File: config.mk
export PLATFORM = sky130hd
export DESIGN_NAME = ram_bridge_tx_flat
export DESIGN_NICKNAME = d
export VERILOG_FILES = /design/src/rtl/ram_bridge_tx_if.sv /design/src/rtl/ram_bridge_tx.sv /design/src/flat_wrapper.sv
export SDC_FILE = /design/constraint.sdc
export NUM_CORES = 1
export LEC_CHECK = 0
export ABC_AREA = 0
export ABC_CLOCK_PERIOD_IN_PS = 3130
export BUFFER_PORTS_ARGS = -buffer_cell sky130_fd_sc_hd__buf_2
export CAP_MARGIN = 20
export CORE_AREA = 2 2 112 114
export CTS_CLUSTER_SIZE = 24
export DETAILED_ROUTE_END_ITERATION = 6
export DIE_AREA = 0 0 114 116
export PLACE_DENSITY = 0.59
export SETUP_SLACK_MARGIN = 0.15
export SYNTH_ARGS = -nofsm -noshare
export SYNTH_HDL_FRONTEND = slang
export SYNTH_SLANG_ARGS = --single-unit
File: constraint.sdc
create_clock -name clk_in -period 3.13 [get_ports clk_in]
set_input_delay 0.1565 -clock clk_in [delete_from_list [all_inputs] [get_ports clk_in]]
set_output_delay 0.1565 -clock clk_in [all_outputs]
set_load 0.02 [all_outputs]
File: src/rtl/ram_bridge_tx_if.sv
// ram_bridge_tx_if: host byte stream, memory read port and serial/status lines of the read-back bridge
// slave modport: the bridge (consumes rx bytes and read data, drives address/strobe/tx/busy)
// master modport: the surrounding logic or bench (drives rx bytes and read data)
interface ram_bridge_tx_if;
  logic [7:0]  rx_data_in;
  logic        rx_valid_in;
  logic [31:0] mem_addr_out;
  logic        mem_rd_out;
  logic [31:0] mem_data_in;
  logic        uart_tx_out;
  logic        busy_out;
  modport slave (
    input  rx_data_in, rx_valid_in, mem_data_in,
    output mem_addr_out, mem_rd_out, uart_tx_out, busy_out
  );
  modport master (
    output rx_data_in, rx_valid_in, mem_data_in,
    input  mem_addr_out, mem_rd_out, uart_tx_out, busy_out
  );
endinterface

File: src/rtl/ram_bridge_tx.sv
// ram_bridge_tx: parses "R"+4-byte big-endian address, reads one memory word, returns it MSB byte first over 8N1
// Ports: clk_in system clock; rst_n_in async active-low reset; bus (slave) carries
//   rx_data_in/rx_valid_in from uart_rx, mem_addr_out/mem_rd_out/mem_data_in read port,
//   uart_tx_out serial line (idle high), busy_out high whenever not IDLE.
// Option: define RAM_BRIDGE_TX_CHECKSUM_EN to append a fifth frame holding the XOR of the four data bytes.
module ram_bridge_tx #(
  parameter int unsigned CLOCKS_PER_BAUD = 33,
  parameter int unsigned READ_LATENCY    = 2,
  parameter logic [7:0]  CMD_CHAR        = 8'h52
) (
  input logic          clk_in,
  input logic          rst_n_in,
  ram_bridge_tx_if.slave bus
);
`ifdef RAM_BRIDGE_TX_CHECKSUM_EN
  localparam int unsigned NF = 5;
`else
  localparam int unsigned NF = 4;
`endif
  localparam int unsigned BUF_W  = 8 * NF;
  localparam int unsigned BAUD_W = $clog2(CLOCKS_PER_BAUD);
  localparam int unsigned WAIT_W = $clog2(READ_LATENCY + 1);
  localparam int unsigned BYTE_W = $clog2(NF);
  localparam logic [BAUD_W-1:0] BAUD_LAST = BAUD_W'(CLOCKS_PER_BAUD - 1);
  localparam logic [WAIT_W-1:0] WAIT_LAST = WAIT_W'(READ_LATENCY);
  localparam logic [BYTE_W-1:0] BYTE_LAST = BYTE_W'(NF - 1);
  localparam logic [BYTE_W-1:0] ADDR_LAST = BYTE_W'(3);
  typedef enum logic [1:0] {IDLE, ADDR, READ, SEND} state_t;
  state_t            state, state_nx;
  logic [BAUD_W-1:0] baud_cnt;
  logic [3:0]        bit_cnt;
  logic [BYTE_W-1:0] byte_cnt;
  logic [WAIT_W-1:0] wait_cnt;
  logic [23:0]       addr_q;
  logic [BUF_W-1:0]  tx_buf, cap;
  logic [7:0]        cur;
  logic              cmd_hit, addr_done, read_done, bit_end, frame_end, last_frame;
  always_comb begin
    cmd_hit    = bus.rx_valid_in && bus.rx_data_in == CMD_CHAR;
    addr_done  = bus.rx_valid_in && byte_cnt == ADDR_LAST;
    read_done  = wait_cnt == WAIT_LAST;
    bit_end    = baud_cnt == BAUD_LAST;
    frame_end  = bit_end && bit_cnt == 4'd9;
    last_frame = byte_cnt == BYTE_LAST;
    cur        = tx_buf[BUF_W-1 -: 8];
`ifdef RAM_BRIDGE_TX_CHECKSUM_EN
    cap = {bus.mem_data_in, bus.mem_data_in[31:24] ^ bus.mem_data_in[23:16] ^ bus.mem_data_in[15:8] ^ bus.mem_data_in[7:0]};
`else
    cap = bus.mem_data_in;
`endif
    state_nx = state == IDLE && cmd_hit                ? ADDR :
               state == ADDR && addr_done              ? READ :
               state == READ && read_done              ? SEND :
               state == SEND && frame_end && last_frame ? IDLE : state;
  end
  always_ff @(posedge clk_in or negedge rst_n_in) begin
    if (!rst_n_in) state <= IDLE;
    else state <= state_nx;
  end
  // bit_cnt walks 0 (start), 1..8 (data LSB first), 9 (stop); the line is registered, so each
  // transition loads the level of the bit that begins on the next cycle
  always_ff @(posedge clk_in or negedge rst_n_in) begin
    if (!rst_n_in) begin
      bus.mem_addr_out <= '0;
      bus.mem_rd_out   <= 1'b0;
      bus.uart_tx_out  <= 1'b1;
      bus.busy_out     <= 1'b0;
      baud_cnt         <= '0;
      bit_cnt          <= '0;
      byte_cnt         <= '0;
      wait_cnt         <= '0;
      addr_q           <= '0;
      tx_buf           <= '0;
    end else begin
      bus.busy_out   <= state_nx != IDLE;
      bus.mem_rd_out <= 1'b0;
      case (state)
        ADDR: if (bus.rx_valid_in) begin
          addr_q   <= {addr_q[15:0], bus.rx_data_in};
          byte_cnt <= addr_done ? '0 : byte_cnt + 1'b1;
          if (addr_done) begin
            bus.mem_addr_out <= {addr_q, bus.rx_data_in};
            bus.mem_rd_out   <= 1'b1;
            wait_cnt         <= '0;
          end
        end
        READ: if (read_done) begin
          tx_buf          <= cap;
          bus.uart_tx_out <= 1'b0;
          baud_cnt        <= '0;
          bit_cnt         <= '0;
          byte_cnt        <= '0;
        end else wait_cnt <= wait_cnt + 1'b1;
        SEND: if (!bit_end) baud_cnt <= baud_cnt + 1'b1;
        else begin
          baud_cnt <= '0;
          if (bit_cnt == 4'd9) begin
            bit_cnt         <= '0;
            byte_cnt        <= last_frame ? '0 : byte_cnt + 1'b1;
            tx_buf          <= {tx_buf[BUF_W-9:0], 8'h00};
            bus.uart_tx_out <= last_frame;
          end else begin
            bit_cnt         <= bit_cnt + 1'b1;
            bus.uart_tx_out <= bit_cnt == 4'd8 ? 1'b1 : cur[bit_cnt[2:0]];
          end
        end
        default: ;
      endcase
    end
  end
endmodule
File: src/flat_wrapper.sv
// flat-port wrapper written by rule: the top's interface ports become plain ports
module ram_bridge_tx_flat 
#(
  parameter int unsigned CLOCKS_PER_BAUD = 33,
  parameter int unsigned READ_LATENCY    = 2,
  parameter logic [7:0]  CMD_CHAR        = 8'h52
)
  (clk_in, rst_n_in, bus_rx_data_in, bus_rx_valid_in, bus_mem_data_in, bus_mem_addr_out, bus_mem_rd_out, bus_uart_tx_out, bus_busy_out);
  ram_bridge_tx_if bus_i ();
  input logic clk_in;
  input logic rst_n_in;
  input wire logic [$bits(bus_i.rx_data_in)-1:0] bus_rx_data_in;
  input wire logic [$bits(bus_i.rx_valid_in)-1:0] bus_rx_valid_in;
  input wire logic [$bits(bus_i.mem_data_in)-1:0] bus_mem_data_in;
  output wire logic [$bits(bus_i.mem_addr_out)-1:0] bus_mem_addr_out;
  output wire logic [$bits(bus_i.mem_rd_out)-1:0] bus_mem_rd_out;
  output wire logic [$bits(bus_i.uart_tx_out)-1:0] bus_uart_tx_out;
  output wire logic [$bits(bus_i.busy_out)-1:0] bus_busy_out;
  assign bus_i.rx_data_in = bus_rx_data_in;
  assign bus_i.rx_valid_in = bus_rx_valid_in;
  assign bus_i.mem_data_in = bus_mem_data_in;
  assign bus_mem_addr_out = bus_i.mem_addr_out;
  assign bus_mem_rd_out = bus_i.mem_rd_out;
  assign bus_uart_tx_out = bus_i.uart_tx_out;
  assign bus_busy_out = bus_i.busy_out;
  ram_bridge_tx #(.CLOCKS_PER_BAUD(CLOCKS_PER_BAUD), .READ_LATENCY(READ_LATENCY), .CMD_CHAR(CMD_CHAR)) u_core (.clk_in(clk_in), .rst_n_in(rst_n_in), .bus(bus_i));
endmodule
==> results of run 1 <==
cell families after synthesis:
kind of cell,share of synthesized area (%)
AOI/OAI and AO/OA,12.0
DFF,56.9
buffers and inverters,3.56
adders and majority gates,1.86
muxes,12.2
and+or+nand+nor,13.5
final cells by class:
type / instances / area, um^2
Fill cell: 1130 / 6360
Multi-Input combinational cell: 293 / 1860
Sequential cell: 107 / 2680
Inverter: 11 / 41.3
Tap cell: 147 / 184
Timing Repair Buffer: 85 / 463
Clock inverter: 7 / 95.1
Clock buffer: 9 / 225
state kept, by name, indices dropped and copies added (netlist names):
name / cells
u_core.addr_q: 24
u_core.baud_cnt: 6
u_core.bit_cnt: 4
u_core.bus.busy_out: 1
u_core.bus.mem_addr_out: 32
u_core.bus.mem_rd_out: 1
u_core.bus.uart_tx_out: 1
u_core.byte_cnt: 2
u_core.state: 2
u_core.tx_buf: 32
u_core.wait_cnt: 2
critical path: stages, from the launching register on:
cell and delay [ns]:
dfrtp_1 0.55, and3b_1 0.68, a31o_2 0.27, nand2b_1 0.57
a22o_1 0.39
path summary, 6_finish.rpt:
path,start,to,slack [ns],cells past startpoint
max in group asynchronous,rst_n_in,u_core.baud_cnt[0],2.28,3
min in group asynchronous,rst_n_in,u_core.tx_buf[11],0.38,3
hold reg to reg,u_core.addr_q[16],u_core.bus.mem_addr_out[24],0.46,2
setup / recovery,u_core.state[0],u_core.tx_buf[1],0.55,4
setup reg to reg,u_core.state[0],u_core.tx_buf[1],0.55,4
hold / removal,bus_mem_data_in[3],u_core.tx_buf[3],0.03,2
per-layer routing:
layer	wire, um	share of wire, %
met1	4650	48
met2	4610	48
met3	268	2.8
met4	87	0.90
met5	0	0
synthesized netlist by cell type, types with 2 or more instances:
library cell	n	share of area, %
mux2_2	25	6.0
o31ai_1	3	0.48
nand3_1	8	0.85
and2_1	2	0.27
nor2_1	7	0.56
mux2i_1	27	5.7
buf_6	3	0.72
clkbuf_1	12	0.96
a21oi_1	2	0.21
nand2b_1	4	0.53
nor2b_1	2	0.27
clkbuf_2	2	0.21
nand3b_1	2	0.32
o21ai_0	61	6.5
ha_1	7	1.9
a22o_1	10	1.9
dfrtp_1	106	56
nand2_1	109	8.7
inv_1	10	0.80
buf_2	6	0.64
power breakdown:
| part | switching (mW) | internal [mW] | leakage [nW] |
|---|---|---|---|
| registers | 0 | 1.38 | 1.32 |
| clock network | 0.556 | 0.645 | 0.157 |
| logic | 0.0395 | 0.0241 | 1.40 |
what timing repair did:
item | in CTS | in global routing
resized for setup | 0 | 0
endpoints found under the setup margin | 0 | 0
hold buffers | 1 | 0
hold endpoints to repair | 106 | 0
placed cells by master (no fill, tap or decap), types with 2 or more instances in the layout:
cell type | netlist | layout
nand2b_1 | 4 | 4
and2_1 | 2 | 2
mux2i_1 | 27 | 27
clkbuf_16 | 0 | 9
inv_1 | 10 | 10
nor2b_1 | 2 | 2
o21ai_0 | 61 | 61
o31ai_1 | 3 | 3
mux2_2 | 25 | 25
nand3_1 | 8 | 8
ha_1 | 7 | 7
dfrtp_1 | 106 | 106
a22o_1 | 10 | 10
inv_8 | 0 | 2
nand2_1 | 109 | 109
buf_2 | 6 | 76
nor2_1 | 7 | 7
clkinv_4 | 0 | 2
buf_4 | 1 | 7
a21oi_1 | 2 | 2
nand3b_1 | 2 | 2
==> flow_summary.ini, run 1 <==
[detailed_routing]
first_pass_iters = 4
routed_via_density = 5.09
vias = 3356
postRouteAntennaNets = 0
avgRoutedWirePerCell_um = 14.6
detail_route.iter0.violations = 170
wl_um = 9620
drc_errors = 0

[sta]
hold-worst-slack_ns = 0.0265
hold_viol = 0
timing.fmax_ghz = 0.387
finalCriticalPeriod_ns = 2.58
post-route-period-util_pct = 82.5
fin_ws_ns = 0.548
slew-limit-headroom_pct = 30.2
finalSetupViolations = 0
finClkSkew_ns = 0.0113
worstMarginPinSlew_ns = 1.05
drv_slew = 0
fin_tns_setup_ns = 0
rsz0062_at_grt = false

[cts]
clockBufferDepth = 2
cts_tree = built
clk_pin_slew_ns = 0.07
clock_sinks = 107
cts_setup_buffers = 0
numCtsBuffers = 9
h-tree-depth = 3
cts_root_buf = clkbuf_16
clkLatencyLatePin_ns = 0.35

[job]
maxCapViolations = 0

[place]
pre_cts_slack_ns = 0.557
placed_cell_area_um2 = 5220
hpwlAfterDp_um = 6380
dp_cells = 642
place_congestion = 0.741
io_buffers = 77

[global_route]
use_met2_pct = 23.8
grt-busiest-layer = met2
met1_usage_pct = 21.5
grt_antenna_before_repair = 0
grt_pass1_wl_um = 16200
overflow = 0
grt_usage_pct = 15.5
grt_max_degree = 108
use_met3_pct = 3.66
grt_pass1_vias = 3308

[critical_path]
crit_type = reg -> reg
critPathRequiredTime_ns = 3.36
cp_max_fo = 32
worstSetupEndpointType = register
arrival_ns = 2.82
worstSetupStartpointType = register

[power]
power_density_nw_per_um2 = 477
p_total_mw = 2.65
ir_drop_mv = 0.234
p_leak_nw = 2.88

[layout]
num_antenna_cells = 0
utilization_pct = 46.6
layout-drive-gt1-share_pct = 26.6
layout.nets = 557
stdcell_area_um2 = 5550
stdcell_count = 659
area_growth_pct = 17.9

[logic_synthesis]
synth_area_um2 = 4710
synth-main-ff-cell = dfrtp_1
synth.avg_cell_area_um2 = 10.8
yosys_warnings = 0
syn-num-nets = 485
async_reset_ff_share_pct = 100
yosysSeqAreaShare_pct = 56.9
syn_inst = 435
synth_cell_types = 47
synth_enable_flop_cells = 0
synth-seq-cells = 107

[floorplanning]
ioPinCount = 78
die_w_um = 114
initial_core_util_pct = 39.5
core_um2 = 11900
rows = 40
die_h_um = 116
dieArea_um2 = 13200

[run_status]
outcome = finished, final reports clean

[hold_path]
hold_path.class = in -> reg
Power figures use the tool's default switching activity.
==> run 2: changes to the inputs <==
Settings changed: ABC_AREA 0 to 1, ABC_CLOCK_PERIOD_IN_PS 3130 to 2100, CORE_AREA 2 2 112 114 to 2 2 113 115, DIE_AREA 0 0 114 116 to 0 0 115 117, PLACE_DENSITY 0.59 to 0.61.
Clock period 3.13 ns to 2.1 ns, I/O delays scaled along.
==> flow_summary.ini, run 2 <==
[hold_path]
holdPathEnd = u_core.bus.mem_addr_out[4]
hold-path-cell-count = 3
min_from = bus_rx_data_in[4]
hold_path.class = in -> reg

[global_route]
grt_pass1_wl_um = 16800
grt_max_degree = 49
grt_pass1_vias = 3523
overflow = 0
grt_usage_pct = 15.7
grt_antenna_before_repair = 0

[detailed_routing]
top_layer_used = met4
route.met2.wl_um = 4850
drt-met1-wl_um = 4840
routed_via_density = 4.63
detail_route.iter0.violations = 264
wl_met3_um = 335
wl_um = 10100
first_pass_iters = 4
postRouteAntennaNets = 0
avgRoutedWirePerCell_um = 12.6
drc_errors = 0
vias = 3732

[cts]
cts_root_buf = clkbuf_16
cts_tree = built
clk_pin_slew_ns = 0.07
clock_sinks = 107
h-tree-depth = 3
clkLatencyLatePin_ns = 0.35
numCtsBuffers = 9
clockBufferDepth = 2

[layout]
area_growth_pct = 19.0
layout.nets = 702
reg.largest.list = u_core.bus.mem_addr_out (32), u_core.tx_buf (32), u_core.addr_q (24)
layout-drive-gt1-share_pct = 17.7
layout_common_cells = nand2_1, dfrtp_1, buf_2
final_common_cell = nand2_1
num_antenna_cells = 0

[sta]
post-route-period-util_pct = 83.2
timing.fmax_ghz = 0.572
drv_slew = 0
rsz0062_at_grt = false
fin_ws_ns = 0.353
worstMarginPinSlew_ns = 0.513
fin_tns_setup_ns = 0
hold_viol = 0
finalCriticalPeriod_ns = 1.75
slew-limit-headroom_pct = 65.8
finalSetupViolations = 0
finClkSkew_ns = 0.00572
hold-worst-slack_ns = 0.0413

[place]
pre_cts_slack_ns = 0.305
io_buffers = 77
hpwlAfterDp_um = 7110
place_congestion = 0.784

[logic_synthesis]
synth-seq-cells = 107
synth_cell_types = 29
synth_area_um2 = 4780
yosysMostFrequentCell = nand2_1
synth_common_cells = nand2_1, dfrtp_1, o21ai_0, inv_1, nand3_1
synth_enable_flop_cells = 0
yosysSeqAreaShare_pct = 56.1
async_reset_ff_share_pct = 100
yosys_warnings = 0
syn_inst = 570
syn-num-nets = 620
synth-main-ff-cell = dfrtp_1
synth.avg_cell_area_um2 = 8.38
yosysTopAreaCellShare_pct = 55.5
yosys-top-cells-area = dfrtp_1, nand2_1, o21ai_0, inv_1, nand3_1
synth_top_cell_by_area = dfrtp_1

[critical_path]
cp_num_buf_inv = 1
arrival_ns = 1.96
reg2reg_slack_ns = 0.35
slowest_stage = dfrtp_1
critPathRequiredTime_ns = 2.31
worstSetupStartpointType = register
cp_max_fo = 28
worstReg2RegStart = u_core.baud_cnt[1]
worst_path_largest_cell_delay_ns = 0.41
path_cells = inv_1 > ha_1 > nand3_1 > o21ai_4 > nand2_4 > nor2_8 > o21ai_0
r2r_cells = 7
rr_endpoint = u_core.tx_buf[6]
worstSetupEndpointType = register
crit_type = reg -> reg
crit_family = simple AND/OR/NAND/NOR gates

[floorplanning]
rows = 41
die_w_um = 115
dieArea_um2 = 13500
die_h_um = 117
core_um2 = 12300
initial_core_util_pct = 38.8
ioPinCount = 78

[job]
maxCapViolations = 0

[power]
p_leak_nw = 3.07
p_total_mw = 4.49
power_density_nw_per_um2 = 790
ir_drop_mv = 0.415

[run_status]
outcome = finished, final reports clean
==> run 2: worst register-to-register path: stages (launching register included) <==
cell,delay (ns)
dfrtp_1,0.41
inv_1,0.08
ha_1,0.15
nand3_1,0.13
o21ai_4,0.24
nand2_4,0.13
nor2_8,0.33
o21ai_0,0.15
==> run 2: per-layer routing <==
metal,global-route usage [%],vias up
met3,3.40,8
met5,0,-
met1,22.2,1739
li1,-,1932
met4,5.70,0
met2,24.0,53
==> run 2: cells by family (layout without fill, tap and decap cells) <==
family,after synthesis,count (layout),synth area share [%]
flops,107,107,56.1
xor+xnor,5,5,0.917
fa+ha+maj,7,7,1.83
compound gates,73,73,7.96
simple gates,306,306,26.4
buf+inv,72,158,6.76
==> run 2: worst max path at each step <==
stage                        from                end  slack, ns  cells after the start
2_1_floorplan  u_core.baud_cnt[0]   u_core.tx_buf[0]       0.60                     10
3_3_place_gp      u_core.state[1]   u_core.tx_buf[5]       0.33                      6
3_5_place_dp      u_core.state[1]   u_core.tx_buf[6]       0.31                      6
4_1_cts           u_core.state[1]   u_core.tx_buf[6]       0.29                      6
5_1_grt        u_core.baud_cnt[0]  u_core.tx_buf[11]       0.15                      8
6_report       u_core.baud_cnt[1]   u_core.tx_buf[6]       0.35                      7
==> run 2: area by class of cell <==
type	count	area [um^2]
fill	1201	6630
tap	150	188
sequential	107	2680
clock inverter	4	51.3
timing repair buffer	92	548
inverter	51	191
clock buffer	11	243
multi-input combinational	391	1780
==> run 2: metrics by stage <==
stage	utilization (%)	area [um^2]	cells
after floorplan	-	4780	570
after CTS	46.1	5670	806
after detailed placement	43.0	5290	782
final	46.2	5680	806
after global routing	46.2	5680	806
after global placement	43.0	5290	782
==> run 2: where the power goes <==
part	leakage [nW]	internal, mW	switching [mW]
Clock	0.142	0.951	0.726
Combinational	1.54	0.212	0.302
Sequential	1.38	2.19	0.110
Total	3.07	3.35	1.14
==> run 2: what timing repair did <==
item                                    in CTS  in global routing
hold buffers                                 9                  0
endpoints found under the setup margin       0                  7
buffers inserted                             0                  0
gates resized for setup                      0                  1
hold endpoints to repair                    46                  0
